File: src/rtl/fifo_pkg.sv
// Shared types and helpers for the synchronous FIFO controller.
// The status struct orders its fields {full, empty, afull, aempty}. The
// same bit order is used for the rise-pulse vector.
package fifo_pkg;

  localparam int FIFO_NUM_FLAGS = 4;

  typedef struct packed {
    logic full;
    logic empty;
    logic afull;
    logic aempty;
  } fifo_status_t;

  // The count must be able to hold DEPTH itself, so it needs one bit more than the address.
  function automatic int clog2_cnt(input int depth);
    return $clog2(depth) + 1;
  endfunction

endpackage

File: src/rtl/flag_edge_det.sv
// Rising-edge detector for a vector of level flags.
// The previous-value registers load rst_val on reset. If rst_val matches
// the flags just after reset, no pulse fires in the first cycle.
module flag_edge_det #(
  parameter int N = 4
) (
  input  logic         clk,
  input  logic         rst,
  input  logic [N-1:0] flags,
  input  logic [N-1:0] rst_val,
  output logic [N-1:0] rise
);

  logic [N-1:0] flags_d1;

  // Remember each flag's value from the previous cycle.
  always_ff @(posedge clk) begin
    if (rst) flags_d1 <= rst_val;
    else     flags_d1 <= flags;
  end

  assign rise = flags & ~flags_d1;

endmodule

File: src/rtl/sync_fifo_ctl.sv
// Synchronous show-ahead FIFO with guarded push/pop and programmable
// almost-full/almost-empty thresholds. It also provides sticky
// overflow/underflow flags and one-cycle rise pulses for every status flag.
// Optional: define FIFO_WATERMARK_EN to add the max_count high-watermark port.
module sync_fifo_ctl
  import fifo_pkg::*;
#(
  parameter int WIDTH = 8,
  parameter int DEPTH = 8,
  parameter int CNT_W = clog2_cnt(DEPTH)
) (
  input  logic             clk,
  input  logic             rst,
  input  logic             push,
  input  logic [WIDTH-1:0] datain,
  input  logic             pop,
  output logic [WIDTH-1:0] dataout,
  input  logic [CNT_W-1:0] afull_thresh,
  input  logic [CNT_W-1:0] aempty_thresh,
  input  logic             clear_err,
  output logic [CNT_W-1:0] count,
  output logic             full,
  output logic             empty,
  output logic             almost_full,
  output logic             almost_empty,
  output logic             full_rise,
  output logic             empty_rise,
  output logic             afull_rise,
  output logic             aempty_rise,
  output logic             overflow,
  output logic             underflow
`ifdef FIFO_WATERMARK_EN
  ,
  output logic [CNT_W-1:0] max_count
`endif
);

  localparam int ADDR_W = $clog2(DEPTH);

  logic [WIDTH-1:0]  mem [DEPTH];
  logic [ADDR_W-1:0] wr_ptr;
  logic [ADDR_W-1:0] rd_ptr;
  logic [CNT_W-1:0]  count_next;
  logic              push_ok;
  logic              pop_ok;
  fifo_status_t      status;
  fifo_status_t      status_rst;
  fifo_status_t      status_rise;

  // Acceptance is judged against the registered flags, so a full FIFO never takes a push, even with a pop in the same cycle.
  assign push_ok = push & ~full;
  assign pop_ok  = pop & ~empty;

  assign count_next = count + CNT_W'(push_ok) - CNT_W'(pop_ok);

  assign status.full   = (count == CNT_W'(DEPTH));
  assign status.empty  = (count == '0);
  assign status.afull  = (count >= afull_thresh);
  assign status.aempty = (count <= aempty_thresh);

  // Flag values at count == 0. almost_empty is always set there because the threshold is unsigned.
  assign status_rst.full   = 1'b0;
  assign status_rst.empty  = 1'b1;
  assign status_rst.afull  = (afull_thresh == '0);
  assign status_rst.aempty = 1'b1;

  assign full         = status.full;
  assign empty        = status.empty;
  assign almost_full  = status.afull;
  assign almost_empty = status.aempty;

  assign dataout = mem[rd_ptr];

  // Write the storage array; its contents are never reset.
  always_ff @(posedge clk) begin
    if (!rst && push_ok) mem[wr_ptr] <= datain;
  end

  // Pointers and occupancy. The pointers wrap naturally at DEPTH.
  always_ff @(posedge clk) begin
    if (rst) begin
      wr_ptr <= '0;
      rd_ptr <= '0;
      count  <= '0;
    end else begin
      if (push_ok) wr_ptr <= wr_ptr + ADDR_W'(1);
      if (pop_ok)  rd_ptr <= rd_ptr + ADDR_W'(1);
      count <= count_next;
    end
  end

  // Sticky error flags. A new error wins over clear_err in the same cycle.
  always_ff @(posedge clk) begin
    if (rst) begin
      overflow  <= 1'b0;
      underflow <= 1'b0;
    end else begin
      if (push && full)   overflow <= 1'b1;
      else if (clear_err) overflow <= 1'b0;
      if (pop && empty)   underflow <= 1'b1;
      else if (clear_err) underflow <= 1'b0;
    end
  end

`ifdef FIFO_WATERMARK_EN
  // Track peak occupancy. clear_err restarts tracking from the current count.
  always_ff @(posedge clk) begin
    if (rst)                          max_count <= '0;
    else if (clear_err)               max_count <= count;
    else if (count_next > max_count)  max_count <= count_next;
  end
`endif

  flag_edge_det #(
    .N (FIFO_NUM_FLAGS)
  ) u_edge (
    .clk     (clk),
    .rst     (rst),
    .flags   (status),
    .rst_val (status_rst),
    .rise    (status_rise)
  );

  assign full_rise   = status_rise.full;
  assign empty_rise  = status_rise.empty;
  assign afull_rise  = status_rise.afull;
  assign aempty_rise = status_rise.aempty;

endmodule

File: config.mk
export PLATFORM = sky130hd
export DESIGN_NAME = sync_fifo_ctl
export DESIGN_NICKNAME = d
export VERILOG_FILES = /design/src/rtl/fifo_pkg.sv /design/src/rtl/flag_edge_det.sv /design/src/rtl/sync_fifo_ctl.sv
export SDC_FILE = /design/constraint.sdc
export NUM_CORES = 1
export LEC_CHECK = 0
export BUFFER_PORTS_ARGS = -buffer_cell sky130_fd_sc_hd__buf_2
export CORE_ASPECT_RATIO = 1.5
export CORE_UTILIZATION = 45
export DETAILED_ROUTE_END_ITERATION = 6
export PLACE_DENSITY_LB_ADDON = 0.2
export SYNTH_ARGS = -nofsm -noshare
export SYNTH_HDL_FRONTEND = slang
export SYNTH_SLANG_ARGS = --single-unit
File: constraint.sdc
create_clock -name clk -period 4.14 [get_ports clk]
set_input_delay 0.828 -clock clk [delete_from_list [all_inputs] [get_ports clk]]
set_output_delay 0.828 -clock clk [all_outputs]
set_load 0.01 [all_outputs]
==> results of run 1 <==
==> synthesized netlist by cell type (2+ instances only) <==
library cell and instances:
sky130_fd_sc_hd__nand3b_1 2, sky130_fd_sc_hd__or3_1 3, sky130_fd_sc_hd__buf_2 2, sky130_fd_sc_hd__edfxtp_1 64, sky130_fd_sc_hd__a21oi_1 13, sky130_fd_sc_hd__o21ai_0 4, sky130_fd_sc_hd__clkbuf_1 3, sky130_fd_sc_hd__nor4_1 3
sky130_fd_sc_hd__nand2_1 6, sky130_fd_sc_hd__inv_1 16, sky130_fd_sc_hd__nand3_1 4, sky130_fd_sc_hd__or3b_2 2, sky130_fd_sc_hd__nor2_1 13, sky130_fd_sc_hd__nor2b_1 4, sky130_fd_sc_hd__nand2b_1 5, sky130_fd_sc_hd__nor3_1 5
sky130_fd_sc_hd__mux4_1 15, sky130_fd_sc_hd__mux2_2 10, sky130_fd_sc_hd__ha_1 15, sky130_fd_sc_hd__dfxtp_1 19
==> layout make-up <==
cell class | count | area [µm²]
clock inverter | 5 | 52.6
inverter | 17 | 63.8
fill | 653 | 3470
multi-input combinational | 118 | 1180
sequential | 83 | 2300
timing repair buffer | 44 | 225
clock buffer | 11 | 243
tap | 102 | 128
==> critical path, delay by kind of cell, from the launching register on <==
kind	cells	cell delay [ps]
buffers and inverters	1	140
muxes	2	970
DFF	1	900
==> cells by family after synthesis <==
logic type,after synthesis
DFF,83
and+or+nand+nor,51
muxes,27
buffers and inverters,25
AOI/OAI and AO/OA,22
adders and majority gates,16
xor gates and xnor gates,2
==> registers in the layout (all words and copies together), names as in the netlist, named ones only <==
register / flops
count: 4
underflow: 1
u_edge.flags_d1: 4
overflow: 1
wr_ptr: 3
mem: 64
rd_ptr: 3
==> routing by layer <==
| layer | part of all wire (%) | wire length (µm) | vias up | global-route usage, % |
|---|---|---|---|---|
| met4 | 2.8 | 172 | 0 | 9.94 |
| met2 | 52 | 3190 | 43 | 27.3 |
| met1 | 42 | 2550 | 972 | 19.2 |
| met3 | 3.4 | 206 | 12 | 3.82 |
| met5 | 0 | 0 | - | 0 |
| li1 | - | - | 962 | - |
==> final timing paths <==
| check | from | end | slack, ps | cells after the start |
|---|---|---|---|---|
| setup / recovery | register | dataout[1] | 960 | 3 |
| hold / removal | rd_ptr[2] | register | 520 | 2 |
| setup reg to reg | count[2] | count[2] | 1660 | 10 |
| hold reg to reg | rd_ptr[2] | register | 520 | 2 |
==> metrics by stage <==
| stage | setup WS, ps | hold WS [ps] | instances |
|---|---|---|---|
| 2_1_floorplan | 1640 | 480 | 226 |
| 3_3_place_gp | 1320 | 493 | 364 |
| 3_5_place_dp | 1320 | 506 | 364 |
| 4_1_cts | 911 | 515 | 380 |
| 5_1_grt | 817 | 551 | 380 |
| 6_report | 960 | 517 | 380 |
==> power groups by stage <==
stage,logic [µW],registers [µW],clock network (µW)
5_1_grt,588,1050,828
3_3_place_gp,518,1060,0
3_5_place_dp,522,1060,0
6_report,516,1040,778
2_1_floorplan,394,1020,0
4_1_cts,527,1040,792
==> summary by stage, run 1 <==
Run status
The run finished with clean final reports.

Floorplan
In this run the horizontal extent of the chip is 74.8 µm. The initial standard-cell utilization of the core is 46.7%. The area of the die is 8330 µm².

Pin placement for this block handled 43 I/O pins. The core box area is 7660 µm². The die is 111 µm tall. The site row count is 39.

Cells and area
The number of antenna diodes in the final layout is 0. The final net count is 310. The utilization after layout is 54.7%. The share of final-layout standard cells stronger than drive strength 1 is 28.4%. Compared with the post-synthesis result, the final layout area differs by 17.1%.

Leaving out fill and tap cells, the most frequent cell in the layout is sky130_fd_sc_hd__edfxtp_1. The finished cells cover 4190 µm². In the layout the commonest cells are 64 x sky130_fd_sc_hd__edfxtp_1, 42 x sky130_fd_sc_hd__buf_2, 19 x sky130_fd_sc_hd__dfxtp_1.

Clocking
The H-tree depth reported by CTS is 3. In this run, post-CTS hold repair placed 0 buffers. The clock-pin slew of the registers on the worst-case setup and hold paths is 60 ps. The number of buffers added by the clock tree synthesis step is 9. Post-CTS repair changed the size of 0 cells. The root buffer cell is sky130_fd_sc_hd__clkbuf_16. The number of setup buffers added after CTS is 0. TritonCTS built the clock tree. The clock reaches the later pin of the worst-skew pair after 330 ps. The clock passes through at most 2 buffers. The clock net in this run drives a total of 83 sinks.

Placement
The number of buffer cells added on primary ports is 42. The estimated wirelength of the detail-placed design is 4.07 mm. After detailed placement, the total cell area comes to 3900 µm². At the end of routability-driven placement, the weighted congestion stood at 0.745.

Pwr
Across the VDD grid, the largest voltage drop is 289 µV. The cell-internal power is 1700 µW. The clock network accounts for 33.4% of the total power. In this run, flip-flops and latches consume 44.5% of the power.

The power density over cell area is 556 nW/µm². The power after layout is 2330 µW. The analysis attributes to cell leakage a power of 0.00158 µW. Summed over all nets, the switching power comes to 629 µW. Net switching is 27.0% of the power. Combinational logic is responsible for 22.1% of the overall power.

Setup path
The arrival time at the worst endpoint is 2350 ps. The largest fanout of any net on the critical path is 16. The worst setup path is launched from a register.

STA puts the critical path data required time at 3310 ps. The peak per-stage delay on the critical path is 900 ps. STA classifies the critical path endpoint as a primary output.

Walking the worst path, the cells encountered are mux4_1 > mux2_2 > buf_2. The critical path's slowest cell is sky130_fd_sc_hd__dfxtp_1. The class of the most critical setup path is reg2out.

Timing
The number of setup violations in the final report is 0. The slew at the pin with the worst max-slew slack is 906 ps. Setup repair after global routing left no endpoint under its margin. Adding up every negative setup slack in the final design gives 0 ps.

The worst path in the final design needs a cycle of 3180 ps, including I/O delays and setup. The final critical path takes up 76.8% of the cycle. The number of max-slew violations in the final report is 0. The hold violation total from the final report was 0. For this run, the top clock speed supported by timing is 314 MHz. The worst clock skew is 4.00 ps. Headroom to the max-slew limit came out at 39.4%.

Detailed routing
The detail route stage leaves a number of antenna-violating nets equal to 0. After detailed routing, the average wire length per cell comes to 16.1 µm. The total length of routed wires is 6.12 mm.

The number of design rule violations left after detail routing is 0. For this block, the initial DRC count from the detailed router was 131. The overall via count from detail_route is 1989. The pre-antenna-repair detailed-routing pass consisted of 4 iterations. The routed via count divided by cell count is 5.23.

Logic synthesis
The predominant post-synthesis flop cell is sky130_fd_sc_hd__edfxtp_1. The share of cell area taken by muxes after synthesis is 15.1%. A synthesized cell averages 15.8 µm². The netlist area before placement is 3580 µm². The leading area contributor after synthesis is sky130_fd_sc_hd__edfxtp_1. For this run, the number of Yosys warnings is 0. Yosys attributes the largest share of cell area to sky130_fd_sc_hd__edfxtp_1 54%, sky130_fd_sc_hd__mux4_1 11%, sky130_fd_sc_hd__dfxtp_1 11%. The part of the Yosys area used for sequential elements is 64.3%. The largest family of logic cells by synthesized area is multiplexers. Summing the areas of all compound-gate instances in the mapped netlist gives 3.49% of the synthesized area. The portion of synthesized cell area occupied by the leading cell type is 53.7%. Of the total synthesized cell area, the portion taken by AND, OR, NAND and NOR gates is 7.51%. The number of nets handed over by synthesis was 263. After Yosys synthesis, full adders, half adders and majority gates account for 5.80% of the synthesized area. Yosys mapped a number of flops with a built-in enable equal to 64. In this run, distinct cell masters in the synthesized netlist total 38. The proportion of register bits with asynchronous set or reset after synthesis is 0%. Synthesis produced 226 cells. The post-synthesis share of cell area spent on xor and xnor gates is 0.489%. The count of state elements after synthesis is 83.

Global route
The largest net degree at the start of global routing is 26. The number of antenna violations at the first check in global routing is 0. The residual overflow from global routing is 0. Global routing used 16.7% of the available tracks. The first global-routing pass estimated 9.74 mm of wire. The number of global-route vias before repair is 1982.

Run
The tool flagged a number of max-cap violations equal to 0.

Min path
In this run the worst hold path is classified as reg2reg.
No activity file was read; power rests on OpenSTA's default activity.
==> run 2, diff against run 1 <==
==> constraint.sdc (replaced) <==
create_clock -name clk -period 3.3 [get_ports clk]
set_input_delay 0.66 -clock clk [delete_from_list [all_inputs] [get_ports clk]]
set_output_delay 0.66 -clock clk [all_outputs]
set_load 0.01 [all_outputs]
==> summary by stage, run 2 (synthesis gave the netlist of run 1 again) <==
Run status
The flow ran to the end, and the final reports show no timing, DRC or antenna violations.

Cells and area
The count of non-filler cells in the finished layout is 387. The commonest non-fill, non-tap cell in the layout is sky130_fd_sc_hd__edfxtp_1. mem holds more flip-flops than any other register. In the final layout, flip-flops and latches occupy 2300 µm². The post-route cell area is 4220 µm².

The antenna diode instance count is 0. Summing all multi-input logic gate instances after layout gives 1160 µm². The largest registers in the layout are mem: 64 flops, count: 4 flops, u_edge.flags_d1: 4 flops. At the end of the flow, the number of nets in the layout was 317. In the layout the commonest cells are 64 x sky130_fd_sc_hd__edfxtp_1, 42 x sky130_fd_sc_hd__buf_2, 19 x sky130_fd_sc_hd__dfxtp_1. The register with the most flip-flops in the layout has 64 of them. The layout filler cell count is 644. The share of final-layout standard cells stronger than drive strength 1 is 28.8%. The area overhead of the layout relative to synthesis is 17.8%.

Run
The total of max-cap violations is 0.

Floorplan
The site row count is 39. The initial standard-cell utilization of the core is 46.7%. The die covers 8330 µm². The core box area is 7660 µm². The count of boundary I/O pins is 43.

Measured along the x axis, the die boundary spans 74.8 µm. In this run the vertical extent of the chip is 111 µm.

Pwr
The relative contribution of the clock network to total power is 32.5%. In this run, the combinational gates consume 23.1% of the power. For this design the ratio of total power to cell area is 687 nW/µm². Net switching is 27.1% of the power.

For this design the static power due to leakage is 0.00161 µW. The internal power of the cells totals 2110 µW. The worst-case IR drop observed on VDD is 405 µV. For this design the total switching power over the nets is 787 µW. Total power for the finished layout comes to 2900 µW.

Sequential cells account for 44.4% of the total power.

Global route
met2 is the most crowded layer. Global routing consumed, over all layers together, 16.7% of the routing resources. The met1 usage in global routing is 19.6%. The largest net degree at the start of global routing is 26.

The number of antenna violations at the first check in global routing was 0. The number of global-route vias before repair is 2053. The global-route wire length before repair is 9.98 mm. Summed over all layers, the global routing overflow is 0. In the global route stage, met2 resource usage came out at 28.7%.

The fraction of met3 tracks used by global routing is 3.55%.

Placement
The number of buffer cells added on primary ports is 42. The final estimated routing congestion in global placement is 0.771. The post-placement setup slack is 787 ps.

Summed over all nets, the half-perimeter wirelength after detailed placement is 4.28 mm. The placed instances occupy a cell area of 3930 µm². After detailed placement, the design holds a cell count of 371.

Timing
The hold violation total from the final report is 0. The number of max-slew violations in the final report is 0. The routed design could run at a clock period as short as 2810 ps. Static timing analysis puts the maximum clock frequency at 355 MHz. For the pin with the worst max-slew slack, the measured transition is 672 ps.

Setup repair after global routing left no endpoint under its margin. The normalized max-slew margin is 55.1%. The clock arrives with 6.56 ps of skew.

The post-route worst setup slack is 486 ps. The setup TNS is 0 ps. The worst path uses 85.3% of the clock period. Setup violations remaining at the end of the flow were counted as 0.

Clocking
The root buffer cell is sky130_fd_sc_hd__clkbuf_16. TritonCTS built the clock tree. The H-tree depth reported by CTS is 3. Clock-pin slew was measured on the worst setup and hold paths at 60 ps. The clock latency at the later pin of the worst-skew pair is 330 ps.

The number of gates resized after CTS is 0. The number of post-CTS setup repair buffers is 0. The count of hold-fix buffers inserted at cts is 0. Counting every sink on the clock net gives 83. Buffers inserted during clock tree synthesis total 9. No sink is reached through more buffers than the 2 on the longest clock path.

Detailed routing
The pre-antenna-repair detailed-routing pass consisted of 4 iterations. After detailed routing, the number of remaining DRC violations is 0. The antenna violation net count after detailed routing is 0. Dividing the detail-routed wire length by the instance count gives 16.0 µm. The detailed router placed 1991 vias in this run. The total length of routed wires is 6.18 mm. The number of DRC markers in iteration 0 is 104. Using the TritonRoute via totals, the vias-per-cell ratio works out to 5.14.

Setup path
The largest fanout of any net on the critical path is 9. The worst setup path is launched from a register. The setup path with the least slack is of type reg2out. The required time at the endpoint of the critical path is 2640 ps.

The capturing element type of the critical path is a primary output. For the worst setup path, the data arrival time is 2150 ps.

Min path
The path class of the tightest hold or removal check is reg2reg.
[run 2: changes by cell type in the layout (fill, tap and decap cells not counted), sizes merged]
cell	previous run	this run
buf	44	51
bufinv	1	0
clkbuf	11	12
clkinvlp	1	0
inv	17	18
[run 2: per-layer routing]
layer	wire (µm)	part of all wire [%]	vias to the layer above
met5	0	0	-
met4	84	1.4	0
met3	198	3.2	6
met2	3360	54	46
met1	2540	41	968
li1	-	-	971
[run 2: through the flow]
step | utilization, % | hold WS [ps]
2_1_floorplan | - | 480
3_3_place_gp | 51.3 | 492
4_1_cts | 55.1 | 515
6_report | 55.1 | 513
3_5_place_dp | 51.3 | 504
5_1_grt | 55.1 | 529
[run 2: power groups by stage]
stage	Clock [µW]	Combinational [µW]	Sequential (µW)
4_1_cts	960	685	1290
3_5_place_dp	0	681	1310
5_1_grt	1010	764	1300
3_3_place_gp	0	666	1310
2_1_floorplan	0	494	1280
6_report	943	669	1290
[run 2: final timing paths]
check        startpoint          to  slack (ps)  cells past startpoint
min reg2reg   rd_ptr[2]    register         510                      2
max            register  dataout[3]         490                      4
max reg2reg    count[2]    count[2]         840                     10
min           rd_ptr[2]    register         510                      2
[run 2: layout make-up]
cell class | count | area share, %
multi-input cells | 118 | 27.5
well taps | 102 | 3.02
repair buffers | 51 | 6.58
clock inverters | 4 | 0.504
flip-flops and latches | 83 | 54.6
inverters | 17 | 1.51
clock buffers | 12 | 6.35
[run 2: critical path, stage by stage, from the launching register on]
cell	delay, ps
sky130_fd_sc_hd__dfxtp_1	570
sky130_fd_sc_hd__buf_4	280
sky130_fd_sc_hd__mux4_1	570
sky130_fd_sc_hd__mux2_2	270
sky130_fd_sc_hd__buf_2	140
==> run 3, diff against run 2 <==
--- a/config.mk
+++ b/config.mk
@@ -5,10 +5,10 @@
 export SDC_FILE = /design/constraint.sdc
 export NUM_CORES = 1
 export LEC_CHECK = 0
-export BUFFER_PORTS_ARGS = -buffer_cell sky130_fd_sc_hd__buf_2
 export CORE_ASPECT_RATIO = 1.5
 export CORE_UTILIZATION = 45
 export DETAILED_ROUTE_END_ITERATION = 6
+export DONT_BUFFER_PORTS = 1
 export PLACE_DENSITY_LB_ADDON = 0.2
 export SYNTH_ARGS = -nofsm -noshare
 export SYNTH_HDL_FRONTEND = slang
==> summary by stage, run 3 (synthesis gave the netlist of run 1 again) <==
Run status
The flow ran to the end, and the final reports show no timing, DRC or antenna violations.

Floorplan
The vertical extent of the die is 111 µm. The site row count is 39. The region available for standard cell placement spans 7660 µm². Once the floorplan was initialized, standard cells occupied 46.7% of the core. The die covers 8330 µm². Measured along the x axis, the die boundary spans 74.8 µm. 43 I/O pins were placed.

Setup path
Walking the worst path, the cells encountered are mux4_1 > mux2_2. The required time at the endpoint of the critical path is 2640 ps. The buffering stage count on the worst path with inverters included is 0. STA classifies the critical path startpoint as a register.

In this run the worst path has a maximum fanout of 16. The peak per-stage delay on the critical path is 770 ps. The critical path's slowest cell is sky130_fd_sc_hd__dfxtp_1.

The capturing element type of the critical path is a primary output. The reg-to-reg critical path startpoint is count[2]. The class of the most critical setup path is reg2out.

The end of the worst register-to-register path is count[2]. The minimum setup slack among reg-to-reg paths is 830 ps. Grouping stages by cell kind, the critical path spends the most delay in flip-flops. The worst register-to-register path has a depth of 11.

The arrival time at the worst endpoint is 1820 ps.

Clocking
The H-tree depth reported by CTS is 3. After clock tree synthesis, the setup repair step added 0 buffers. The maximum buffer depth of the clock tree is 2. Counting the buffers created by CTS gives 9.

The root buffer cell chosen for the clock tree is sky130_fd_sc_hd__clkbuf_16. Clock-pin slew was measured on the worst setup and hold paths at 60 ps. For this design, the sink count on the clock tree is 83. TritonCTS built the clock tree.

The count of hold-fix buffers inserted at cts is 0. After clock tree synthesis, the repair step resized 0 gates. Clock latency on the worst-skew pair, taken at its later pin, is 330 ps.

Global route
The residual overflow from global routing is 0. The number of global-route vias before repair is 2005. Global routing used 17.4% of the available tracks across all layers. The first global-routing pass estimated 10.2 mm of wire. The number of antenna violations at the first check in global routing is 0. The largest net degree at the start of global routing is 26.

Timing
Setup repair after global routing left no endpoint under its margin. Setup total negative slack on the finished layout was measured at 0 ps. Setup violations remaining at the end of the flow were counted as 0. The worst path uses 75.2% of the clock period. The minimum clock period is 2480 ps. The worst clock skew is 8.50 ps. The number of max-slew violations in the final report is 0. The normalized max-slew margin is 53.3%. The hold violation total from the final report is 0. The maximum clock rate is 403 MHz. The slew at the pin with the worst max-slew slack is 700 ps.

Placement
The instance area after placement is 3720 µm². The placed cell count is 329. The wire-length estimate of the detail-placed layout is 4.24 mm. The number of buffer cells added on primary ports is 0. The congestion estimate from routability-driven global placement came to 0.708.

Cells and area
The count of non-filler cells in the finished layout is 345. More flip-flops sit in one register than any other, and that register is mem. The repair_antennas step left the layout with diodes totalling 0.

The finished cells cover 4040 µm². The commonest non-fill, non-tap cell in the layout is sky130_fd_sc_hd__edfxtp_1. For this run, the post-layout net count is 275. From synthesis to final layout, the design area changed by 12.8%. The largest registers in the layout are mem: 64 flops, count: 4 flops, u_edge.flags_d1: 4 flops.

In the layout the commonest cells are 64 x sky130_fd_sc_hd__edfxtp_1, 19 x sky130_fd_sc_hd__dfxtp_1, 16 x sky130_fd_sc_hd__inv_1. The share of final-layout standard cells stronger than drive strength 1 is 16.9%. The register with the most flip-flops in the layout has 64 of them.

Min path
Counting instances, the worst hold path has a depth of 1. The worst hold path terminates at count[1]. The worst hold path belongs to the class in2reg. The critical hold path startpoint is rst.

Pwr
The worst-case IR drop observed on VDD is 366 µV. For this design the static power due to leakage is 0.00145 µW. The power density over cell area is 710 nW/µm².

Detailed routing
After detailed routing, the average wire length per cell comes to 18.2 µm. The total length of routed wires is 6.27 mm. The routed layout has 1870 vias. In the routed design, unresolved DRC markers number 0. The antenna violation net count after detailed routing is 0. For this run, the detailed router's first-pass iteration total came to 4.

The number of DRC markers in iteration 0 is 86. After detailed routing, the number of vias per cell comes to 5.42.

Run
The total of max-cap violations is 0.
-- run 3: per-layer routing --
metal  track usage [%]  wire length (µm)
met1              19.3              2430
met4              8.43               142
met5                 0                 0
met3              5.27               333
met2              29.2              3370
-- run 3: worst max-delay path by stage --
stage                             to  slack [ps]  depth (start not counted)
after CTS                 dataout[1]         750                          2
after global placement      count[2]         850                         11
after detailed placement    count[2]         840                         11
after floorplan            mem[1][0]         890                          6
after global routing        count[2]         640                         11
final                     dataout[2]         820                          2
-- run 3: where the power goes --
group	switching [µW]	internal (µW)	total, µW
Clock	374	638	1010
Combinational	301	257	558
Sequential	85.9	1210	1300
-- run 3: per-stage QoR --
stage          power (µW)  worst slack (ps)  utilization, %  hold slack [ps]
2_1_floorplan        1780               889               -              480
3_3_place_gp         1880               848            48.6              491
3_5_place_dp         1890               842            48.6              498
4_1_cts              2910               755            52.7              376
5_1_grt              3030               645            52.7              376
6_report             2870               819            52.7              385
-- run 3: cell type report --
cell class	instances	area, µm²
Clock inverter	3	15.0
Clock buffer	13	303
Tap cell	102	128
Inverter	17	63.8
Sequential cell	83	2300
Fill cell	667	3620
Multi-Input combinational cell	118	1160
Timing Repair Buffer	9	67.6
-- run 3: worst reg2reg max path, stage by stage, from the launching register on --
cell	delay, ps
sky130_fd_sc_hd__dfxtp_1	370
sky130_fd_sc_hd__inv_1	130
sky130_fd_sc_hd__ha_1	150
sky130_fd_sc_hd__or3b_2	500
sky130_fd_sc_hd__inv_2	180
sky130_fd_sc_hd__nor2_2	90
sky130_fd_sc_hd__xnor2_1	150
sky130_fd_sc_hd__ha_1	190
sky130_fd_sc_hd__inv_1	60
sky130_fd_sc_hd__fa_1	370
sky130_fd_sc_hd__xor2_1	150
sky130_fd_sc_hd__nor2_1	50
